<file path="src/rtl/sdram_arbiter.sv">
// Arbitrates one SDRAM controller between a flash-emulator (SPI) port, a host port
// and periodic refresh. SPI has top priority; decisions are made only in IDLE.
module sdram_arbiter #(
  parameter int REFRESH_INTERVAL = 750,
  parameter int MAX_PENDING      = 3
) (
  input  logic        clk,
  input  logic        reset,
  input  logic        spi_enable,
  input  logic        spi_write_enable,
  input  logic [31:0] spi_addr,
  input  logic [15:0] spi_write_data,
  input  logic [1:0]  spi_write_mask,
  input  logic        spi_critical,
  input  logic        spi_refresh_inhibit,
  output logic        spi_data_valid,
  input  logic        host_enable,
  input  logic        host_write_enable,
  input  logic [31:0] host_addr,
  input  logic [15:0] host_write_data,
  input  logic [1:0]  host_write_mask,
  output logic        host_data_valid,
  output logic        mem_enable,
  output logic        mem_write_enable,
  output logic        mem_refresh,
  output logic [31:0] mem_addr,
  output logic [15:0] mem_write_data,
  output logic [1:0]  mem_write_mask,
  input  logic [15:0] mem_read_data,
  input  logic        mem_data_valid,
  output logic [15:0] read_data,
  output logic        refresh_overrun,
  output logic [1:0]  refresh_pending
);

  localparam logic [1:0] ST_IDLE    = 2'd0;
  localparam logic [1:0] ST_SPI     = 2'd1;
  localparam logic [1:0] ST_HOST    = 2'd2;
  localparam logic [1:0] ST_REFRESH = 2'd3;

  localparam int            TW         = $clog2(REFRESH_INTERVAL + 1);
  localparam logic [TW-1:0] TIMER_LAST = TW'(REFRESH_INTERVAL - 1);
  localparam logic [TW-1:0] TIMER_ONE  = TW'(1);
  localparam logic [1:0]    PEND_MAX   = 2'(MAX_PENDING);

  logic [1:0]    state_q,   state_d;
  logic [TW-1:0] timer_q,   timer_d;
  logic [1:0]    pending_q, pending_d;
  logic          overrun_q, overrun_d;
  logic          men_q,     men_d;
  logic          mwe_q,     mwe_d;
  logic          mref_q,    mref_d;
  logic [31:0]   maddr_q,   maddr_d;
  logic [15:0]   mwd_q,     mwd_d;
  logic [1:0]    mwm_q,     mwm_d;
  logic          wrap;
  logic          refresh_done;

  always_comb begin
    state_d   = state_q;
    men_d     = men_q;
    mwe_d     = mwe_q;
    mref_d    = mref_q;
    maddr_d   = maddr_q;
    mwd_d     = mwd_q;
    mwm_d     = mwm_q;
    overrun_d = overrun_q;
    pending_d = pending_q;

    wrap         = (timer_q == TIMER_LAST);
    timer_d      = wrap ? '0 : timer_q + TIMER_ONE;
    refresh_done = (state_q == ST_REFRESH) && mem_data_valid;

    case (state_q)
      ST_IDLE: begin
        if (spi_enable) begin
          state_d = ST_SPI;
          men_d   = 1'b1;
          mwe_d   = spi_write_enable;
          maddr_d = spi_addr;
          mwd_d   = spi_write_data;
          mwm_d   = spi_write_mask;
        end else if (pending_q != 2'd0 && !spi_refresh_inhibit && !spi_critical) begin
          state_d = ST_REFRESH;
          mref_d  = 1'b1;
        end else if (host_enable && !spi_critical) begin
          state_d = ST_HOST;
          men_d   = 1'b1;
          mwe_d   = host_write_enable;
          maddr_d = host_addr;
          mwd_d   = host_write_data;
          mwm_d   = host_write_mask;
        end
      end
      ST_SPI, ST_HOST, ST_REFRESH: begin
        if (mem_data_valid) begin
          state_d = ST_IDLE;
          men_d   = 1'b0;
          mwe_d   = 1'b0;
          mref_d  = 1'b0;
        end
      end
      default: state_d = ST_IDLE;
    endcase

    // A wrap landing on a refresh completion cancels out: token in, token out.
    case ({wrap, refresh_done})
      2'b10:   if (pending_q != PEND_MAX) pending_d = pending_q + 2'd1;
      2'b01:   pending_d = pending_q - 2'd1;
      default: pending_d = pending_q;
    endcase
    if (wrap && pending_q == PEND_MAX) overrun_d = 1'b1;
  end

  always_ff @(posedge clk or posedge reset) begin
    if (reset) begin
      state_q   <= ST_IDLE;
      timer_q   <= '0;
      pending_q <= '0;
      overrun_q <= 1'b0;
      men_q     <= 1'b0;
      mwe_q     <= 1'b0;
      mref_q    <= 1'b0;
      maddr_q   <= '0;
      mwd_q     <= '0;
      mwm_q     <= '0;
    end else begin
      state_q   <= state_d;
      timer_q   <= timer_d;
      pending_q <= pending_d;
      overrun_q <= overrun_d;
      men_q     <= men_d;
      mwe_q     <= mwe_d;
      mref_q    <= mref_d;
      maddr_q   <= maddr_d;
      mwd_q     <= mwd_d;
      mwm_q     <= mwm_d;
    end
  end

  assign spi_data_valid   = mem_data_valid && (state_q == ST_SPI);
  assign host_data_valid  = mem_data_valid && (state_q == ST_HOST);
  assign mem_enable       = men_q;
  assign mem_write_enable = mwe_q;
  assign mem_refresh      = mref_q;
  assign mem_addr         = maddr_q;
  assign mem_write_data   = mwd_q;
  assign mem_write_mask   = mwm_q;
  assign read_data        = mem_read_data;
  assign refresh_overrun  = overrun_q;
  assign refresh_pending  = pending_q;

endmodule

</file>
<file path="config.mk">
export PLATFORM = sky130hd
export DESIGN_NAME = sdram_arbiter
export DESIGN_NICKNAME = d
export VERILOG_FILES = /design/src/rtl/sdram_arbiter.sv
export SDC_FILE = /design/constraint.sdc
export NUM_CORES = 1
export LEC_CHECK = 0
export BUFFER_PORTS_ARGS = -buffer_cell sky130_fd_sc_hd__buf_2
export CAP_MARGIN = 20
export CORE_MARGIN = 1.5
export CORE_UTILIZATION = 44
export DETAILED_ROUTE_END_ITERATION = 10
export PLACE_DENSITY = 0.8
export SKIP_CTS_REPAIR_TIMING = 1
export SYNTH_ARGS = -nofsm -noshare
export SYNTH_HDL_FRONTEND = slang
export SYNTH_SLANG_ARGS = --single-unit
</file>
<file path="constraint.sdc">
create_clock -name clk -period 2.25 [get_ports clk]
set_input_delay 0.1125 -clock clk [delete_from_list [all_inputs] [get_ports clk]]
set_output_delay 0.1125 -clock clk [all_outputs]
set_load 0.005 [all_outputs]
</file>
# Yosys cells after proc, flatten, opt, wreduce, memory -nomap -nowiden
# Cells that the tools add are included.
# W data, S select, Z words.
dict set report totals {
  ff_bits 68
  inputBits 125
  output_inout_bits 74
  wordCells 77
}
dict set report op_classes {
  n_addsub 3
  eq_ne 16
  mux 29
  reduce_logical 19
}
# operator n
set ops {}
lappend ops {{$mux W32} 3}
lappend ops {{$mux W16} 3}
lappend ops {{$mux W2} 8}
lappend ops {{$ne A2 B2 Y1 const B} 6}
lappend ops {{$add A10 B1 Y10 const B} 1}
lappend ops {{$eq A10 B10 Y1 const B} 1}
lappend ops {{$mux W10} 1}
lappend ops {{$mux W1} 9}
lappend ops {{$reduce_and A3 Y1} 3}
lappend ops {{$eq A2 B2 Y1 const B} 4}
lappend ops {{$pmux W2 S2} 2}
lappend ops {{$logic_and A1 B1 Y1} 7}
lappend ops {{$ne A3 B3 Y1 const B} 2}
lappend ops {{$pmux W1 S2} 3}
lappend ops {{$reduce_bool A2 Y1} 3}
lappend ops {{$eq A2 B1 Y1 const B} 2}
lappend ops {{$ne A4 B4 Y1 const B} 1}
lappend ops {{$reduce_and A2 Y1} 2}
lappend ops {{$reduce_or A3 Y1} 1}
lappend ops {{$add A2 B1 Y2 const B} 1}
lappend ops {{$logic_not A1 Y1} 2}
lappend ops {{$logic_not A2 Y1} 1}
lappend ops {{$sub A2 B1 Y2 const B} 1}

# Depth between registers and ports, before layout
# Gate-level depths: netlist of the first run.
dict set report logic_depth {
  word_depth 6
  depth_mapped 7
  ltp_nobuf 6
}

# Worst setup path before layout of the first run
# No wires, ideal clock.
dict set report synth_timing {
  path_type {reg2reg}
  startpoint {reg pending_q[1], in the netlist refresh_pending[1]}
  endpoint {reg maddr_q[0], in the netlist mem_addr[0]}
  setup_ps 125
  t_arrival_ps 1493
  t_required_ps 2125
  setup_slack_ps 632
  stages_incl_launch_ff 6
  path_buffers 1
  period_less_slack_ps 1618
  cell_sequence {dfrtp_1 o21bai_2 a21oi_2 nor3_4 buf_6 mux2_2}
}
dict set report synth_via {
  elab_chain_len 5
}
# item line
set synth_lines {}
lappend synth_lines {{start: declaration} 48} ;# logic [1:0] pending_q, pending_d;
lappend synth_lines {{start signal: assignment} 130} ;# pending_q <= pending_d;
lappend synth_lines {{$reduce_bool A2 Y1} 83} ;# end else if (pending_q != 2'd0 && !spi_refresh_inhibit && !spi_critical) begin
lappend synth_lines {{$logic_and A1 B1 Y1 (2 in series)} 83}
lappend synth_lines {{$ne A2 B2 Y1 (no source line)} -}
lappend synth_lines {{$reduce_and A3 Y1 (no source line)} -}
lappend synth_lines {{end signal: assignment} 135} ;# maddr_q <= maddr_d;
lappend synth_lines {{end: declaration} 53} ;# logic [31:0] maddr_q, maddr_d;
# No other way between the ends.
# A chain may end at the register's enable or synchronous reset.

# Final worst setup path of the first run
dict set report layout_timing {
  startpoint {reg pending_q[1], in the netlist refresh_pending[1]}
  endpoint {reg maddr_q[24], in the netlist mem_addr[24]}
}
# Same word-level chain as after synthesis.

==> results of run 1 <==
## final timing paths
kind / slack (ns) / endpoint / cells after the start
setup / recovery: 0.50 / mem_addr[24] / 5
hold / removal: 0.04 / state_q[0] / 2
setup reg to reg: 0.50 / mem_addr[24] / 5
hold reg to reg: 0.48 / refresh_overrun / 1
max in group asynchronous: 1.21 / refresh_pending[1] / 4
min in group asynchronous: 0.40 / mem_addr[4] / 3
## final cells by class
cell class / count / area (µm²) / share of cell area [%]
clock buffer: 9 / 124 / 2.72
clock inverter: 7 / 100 / 2.20
inverter: 6 / 22.5 / 0.494
multi-input combinational: 165 / 1570 / 34.5
sequential: 68 / 1700 / 37.3
tap: 102 / 128 / 2.80
timing repair buffer: 173 / 911 / 20.0
## cells by family (layout without fill, tap and decap cells)
family,Yosys count,count (layout),share of synthesized area [%]
adder cells (fa/ha/maj),2,2,0.712
XOR/XNOR,5,5,1.25
AO/OA/AOI/OAI,23,23,4.49
multiplexers,102,102,32.6
flip-flops,68,68,48.4
AND/OR/NAND/NOR,33,33,5.66
buffers and inverters,36,195,6.83
## state kept, by name (all words and copies together) (netlist names)
name / flops
mem_addr: 32
refresh_overrun: 1
mem_write_data: 16
mem_refresh: 1
state_q: 2
mem_write_mask: 2
refresh_pending: 2
mem_write_enable: 1
mem_enable: 1
timer_q: 10
## per-layer routing
layer | up-vias | share of wire, %
met5 | - | 0
li1 | 1257 | -
met4 | 0 | 2.0
met2 | 97 | 50
met1 | 1258 | 41
met3 | 26 | 6.3
## stage by stage
| step | instances | setup slack [ns] | hold slack, ns | power [mW] | util (%) |
|---|---|---|---|---|---|
| global placement | 513 | 0.571 | 0.220 | 3.13 | 56.0 |
| floorplan | 269 | 0.426 | 0.206 | 2.58 | - |
| global route | 530 | 0.390 | 0.0408 | 4.51 | 59.0 |
| CTS | 529 | 0.492 | -0.142 | 4.31 | 58.9 |
| finish | 530 | 0.496 | 0.0425 | 4.25 | 59.0 |
| detailed placement | 513 | 0.496 | 0.225 | 3.20 | 56.0 |
## worst max-delay path, cell delays in order (launching register included)
cell	delay, ns
dfrtp_1	0.45
o21bai_2	0.21
a21oi_2	0.10
nor3_4	0.14
buf_4	0.35
mux2_2	0.38
## synthesized netlist by cell type (2+ instances only)
cell type / count
a21oi_1: 2
a22o_1: 2
buf_2: 2
buf_4: 17
buf_6: 5
clkbuf_1: 4
dfrtp_1: 68
ha_1: 2
inv_1: 6
mux2_1: 3
mux2_2: 98
nand2_1: 4
nand3_1: 4
nand4_1: 2
nor2_1: 10
nor3_1: 2
o211ai_1: 2
o21ai_0: 8
or3_1: 2
or4_1: 2
xor2_1: 4
## power by group through the flow
stage                     clock [mW]  sequential (mW)  combinational (mW)
after floorplan                    0             1.92               0.661
after global placement             0             1.89                1.24
after detailed placement           0             1.91                1.28
after CTS                       1.13             1.89                1.28
after global routing            1.18             1.95                1.38
final                           1.10             1.89                1.26
==> key figures, run 1 <==
Status
  • Outcome: completed

Pwr
  • Power share of the combinational group: between 20% and 30%
  • Pint: approximately 3.1 mW
  • Max VDD drop: 517 µV
  • Sequential power share: 44.5%
  • Sw power: between 1 and 1.5 mW
  • Switching Share: 28.1%
  • Clock network fraction of total power: 25.9%
  • Cell Pwr Density: 931 nW/µm²
  • Static Leak: 2.15 nW

Yosys
  • Top-area cell type share of the netlist area: 48.4%
  • Mapped cell area: around 3500 µm²
  • Ys flop type: dfrtp_1
  • Post-synth EDFFs: 0
  • Area leader, netlist: dfrtp_1
  • Ranking of synthesized cells by area: dfrtp_1 (48%), mux2_2 (31%), buf_4 (3.6%), buf_6 (1.6%), o21ai_0 (1.1%)
  • Async S/R FF share, synth: 100%
  • Seq cells post-synth: 68
  • Seq/Total Area, Yosys: between 40% and 50%
  • Syn nets: 396
  • Ys Warns: 0
  • Cell variety after synth: 41
  • Post-synthesis cell count: 269
  • Syn avg cell area: 13.1 µm²

Timing
  • Max_slew headroom: 58.9%
  • Endpoints failing hold: 0
  • Fmax: ~570 MHz
  • RSZ-0062 raised after global routing: no
  • Final setup TNS: 0 ns
  • Post-layout minimum cycle time: 1.75 ns
  • Worst Tran Pin Value: 0.615 ns
  • Pins Over Slew Limit: 0
  • Final Skew: 0.00908 ns
  • Fin crit share: 78.0%
  • Final setup vio count: 0

Final layout
  • Fill cell count: between 600 and 700
  • Antenna diodes: 0
  • Nets: 550
  • Area Overhead vs Synth: 29.7%
  • Ratio of cells with drive above 1 in the final layout: 68.5%
  • Post-route cell area: 4560 µm²
  • Most frequent cells in the layout: buf_2 (166), mux2_2 (98), dfrtp_1 (68)
  • Most common cell after layout, fill and taps aside: buf_2

Clocking
  • Clk pin slew, worst setup/hold paths: 0.07 ns
  • Clk root buf: clkbuf_8
  • CTS tree: yes
  • Clk buf depth: 2
  • Clock sink count: 68
  • H-Tree Depth: 3
  • TritonCTS buffer count: 9
  • Clk Latency, worst-skew pair: 0.33 ns

Global routing
  • Met2 Resource Use GR: a little under a third
  • Pin count of the biggest net entering global routing: 41
  • M1 GR Usage: about a fifth
  • Initial antenna violation count: 0
  • First-pass GRT wire length: 12,100 µm
  • Gr busiest metal: met2
  • Met3 Track Usage GR: 4.52%
  • Number of global-route vias before repair: 2,657
  • Overflow after GRT: 0
  • Total GRT Usage: 18.1%

Worst setup path
  • CP startpoint: refresh_pending[1]
  • Critical Path AT: 1.97 ns
  • Origin of the critical flop-to-flop path: refresh_pending[1]
  • Crit Path Class: register to register
  • Startpoint type of the worst setup path: register
  • Critical Path RT: 2.46 ns
  • CP Capture Type: register
  • CP Max Fanout: 29

Floorplanning
  • Width of the die: around 92 µm
  • Initial Util: between 40% and 50%
  • Total core area: 7730 µm²
  • Core Rows: 32
  • I/O pins: 199
  • Die ar.: roughly 8500 µm²
  • Die span in y: 92.4 µm

Place
  • Post-DP HPWL: 5860 µm
  • Post-DP Area: 4330 µm²
  • Number of port buffers: 166
  • Gpl congestion: 0.793

Route
  • WL/cell: 14.6 µm
  • Number of DRC markers in iteration 0: 59
  • First-pass DRT Iterations: 4
  • Antenna Nets Post-Route: 0
  • # DRC: 0
  • Via count: 2,638
  • Vias per std cell: 4.98
  • Drt total wl: around 7700 µm

Job
  • Max-cap viol count: 0

Min path
  • Hold WC Path Type: primary input to register
  • Min-delay src: mem_data_valid
Note: power is estimated with default switching activity, not from simulation.
==> run 2, diff against run 1 <==
Settings changed: CORE_UTILIZATION 44 to 40, PLACE_DENSITY 0.8 to 0.77.
Clock period 2.25 ns to 1.61 ns, I/O delays scaled along.
==> run 2 against run 1 <==
Against the previous run:
- combinational power rose by 71%
- worst setup slack got worse by 0.48 ns
- core utilization fell by 3.1 points
- flip-flop and latch count did not move
- register-to-register slack got worse by 0.48 ns
- clock-buffer cell count rose by 1
- power rose by 47%
- clock skew barely moved
- largest cell class unchanged
==> key figures, run 2 (same netlist as run 1, synthesis figures left out) <==
Status
  • Outcome: completed

Floorplanning
  • I/O pins: 199
  • Total core area: 8640 µm²
  • Initial Util: 40.7%
  • Die ar.: 9360 µm²
  • Width of the die: 96.7 µm
  • Core Rows: 34
  • Die span in y: 96.7 µm

Place
  • Gpl congestion: approximately 0.72
  • Pre-CTS WS: -0.0130 ns
  • Post-DP HPWL: between 5000 and 6000 µm
  • Number of port buffers: 166
  • Placed cell count: 525

Route
  • Vias per std cell: 4.96
  • First-pass DRT Iterations: 6
  • WL/cell: around 15 µm
  • Number of DRC markers in iteration 0: around 90
  • # DRC: 0
  • Via count: 2,716
  • Antenna Nets Post-Route: 0
  • Drt total wl: roughly 8500 µm

Clocking
  • Clk root buf: clkbuf_8
  • H-Tree Depth: 3
  • Clock sink count: slightly below 70
  • Clk Latency, worst-skew pair: 0.33 ns
  • Clk pin slew, worst setup/hold paths: ~0.07 ns
  • Clk buf depth: 2
  • CTS tree: yes
  • TritonCTS buffer count: 9

Global routing
  • Pin count of the biggest net entering global routing: 53
  • Total GRT Usage: around 17%
  • First-pass GRT wire length: 13,000 µm
  • Initial antenna violation count: 0
  • Number of global-route vias before repair: 2,794
  • Overflow after GRT: 0

Timing
  • Final Worst Setup Slack: 0.0131 ns
  • Worst Tran Pin Value: 0.394 ns
  • Max_slew headroom: 73.7%
  • Fin crit share: 99.2%
  • Endpoints failing hold: 0
  • Final Skew: 0.00858 ns
  • Final setup vio count: 0
  • Post-layout minimum cycle time: 1.60 ns
  • Pins Over Slew Limit: 0
  • Final setup TNS: 0 ns
  • RSZ-0062 raised after global routing: yes
  • Fmax: 626 MHz

Worst setup path
  • Origin of the critical flop-to-flop path: refresh_pending[1]
  • Startpoint type of the worst setup path: register
  • Crit Path Class: register to register
  • CP Capture Type: register
  • CP Max Fanout: 10
  • Critical Path RT: 1.83 ns
  • CP startpoint: refresh_pending[1]
  • R2R depth: 6
  • Critical Path AT: 1.82 ns

Min path
  • Hold WC Path Type: primary input to register
  • Min-delay src: mem_data_valid
  • Hold Crit Depth: 2

Final layout
  • Non-Filler Instances: 548
  • Most common cell after layout, fill and taps aside: buf_2
  • Ratio of cells with drive above 1 in the final layout: 69.3%
  • Max reg flops: 32
  • Antenna diodes: 0
  • Area Overhead vs Synth: 37.5%
  • Most frequent cells in the layout: buf_2 (166), mux2_2 (74), dfrtp_1 (68)
  • Nets: around 560

Pwr
  • Cell Pwr Density: 1290 nW/µm²
  • Max VDD drop: approximately 690 µV
  • Static Leak: 2.32 nW

Job
  • Max-cap viol count: 0
run 2: cell count changes in the layout (fill, tap and decap cells not counted), sizes merged:
cell and delta:
clkbuf +4, clkinvlp -1, inv -2, clkinv +1, buf +10
run 2: area by class of cell:
| cell class | instances | area, µm² |
|---|---|---|
| clock buffer | 10 | 128 |
| clock inverter | 5 | 77.6 |
| fill | 771 | 3800 |
| inverter | 6 | 26.3 |
| multi-input combinational | 165 | 1670 |
| sequential | 68 | 1700 |
| tap | 108 | 135 |
| timing repair buffer | 186 | 1100 |
run 2: worst max-delay path: stages, from the launching register on:
cell and delay, ns:
dfrtp_1 0.39, o21bai_2 0.17, a21oi_2 0.10, nor3_4 0.14
buf_6 0.18, buf_12 0.16, mux2_2 0.34
run 2: path summary, 6_finish.rpt:
path                                    end  slack (ns)
min reg2reg                 refresh_overrun        0.48
min                              state_q[0]       0.007
min in group asynchronous      mem_addr[27]        0.28
max reg2reg                    mem_addr[10]        0.01
max                            mem_addr[10]        0.01
max in group asynchronous  mem_write_enable        0.73
run 2: layer usage:
metal / track usage [%] / vias up / share of wire (%)
met1: 20.2 / 1307 / 43
met5: 0 / - / 0
met4: 7.36 / 0 / 1.8
met3: 4.19 / 18 / 5.5
li1: - / 1281 / -
met2: 29.4 / 110 / 50
run 2: power breakdown:
group	internal [mW]	switching, mW	total [mW]
sequential	2.31	0.314	2.62
clock	0.859	0.622	1.48
combinational	1.36	0.787	2.15
total	4.53	1.72	6.25
run 2: through the flow:
step / utilization [%] / power [mW] / instance area (µm²) / hold WS (ns)
after floorplan: - / 3.62 / 3520 / 0.174
after global placement: 51.1 / 4.46 / 4410 / 0.0993
after detailed placement: 51.1 / 4.54 / 4410 / 0.102
after CTS: 53.4 / 6.04 / 4620 / -0.271
after global routing: 55.9 / 6.64 / 4830 / 0.000138
final: 55.9 / 6.25 / 4830 / 0.00668
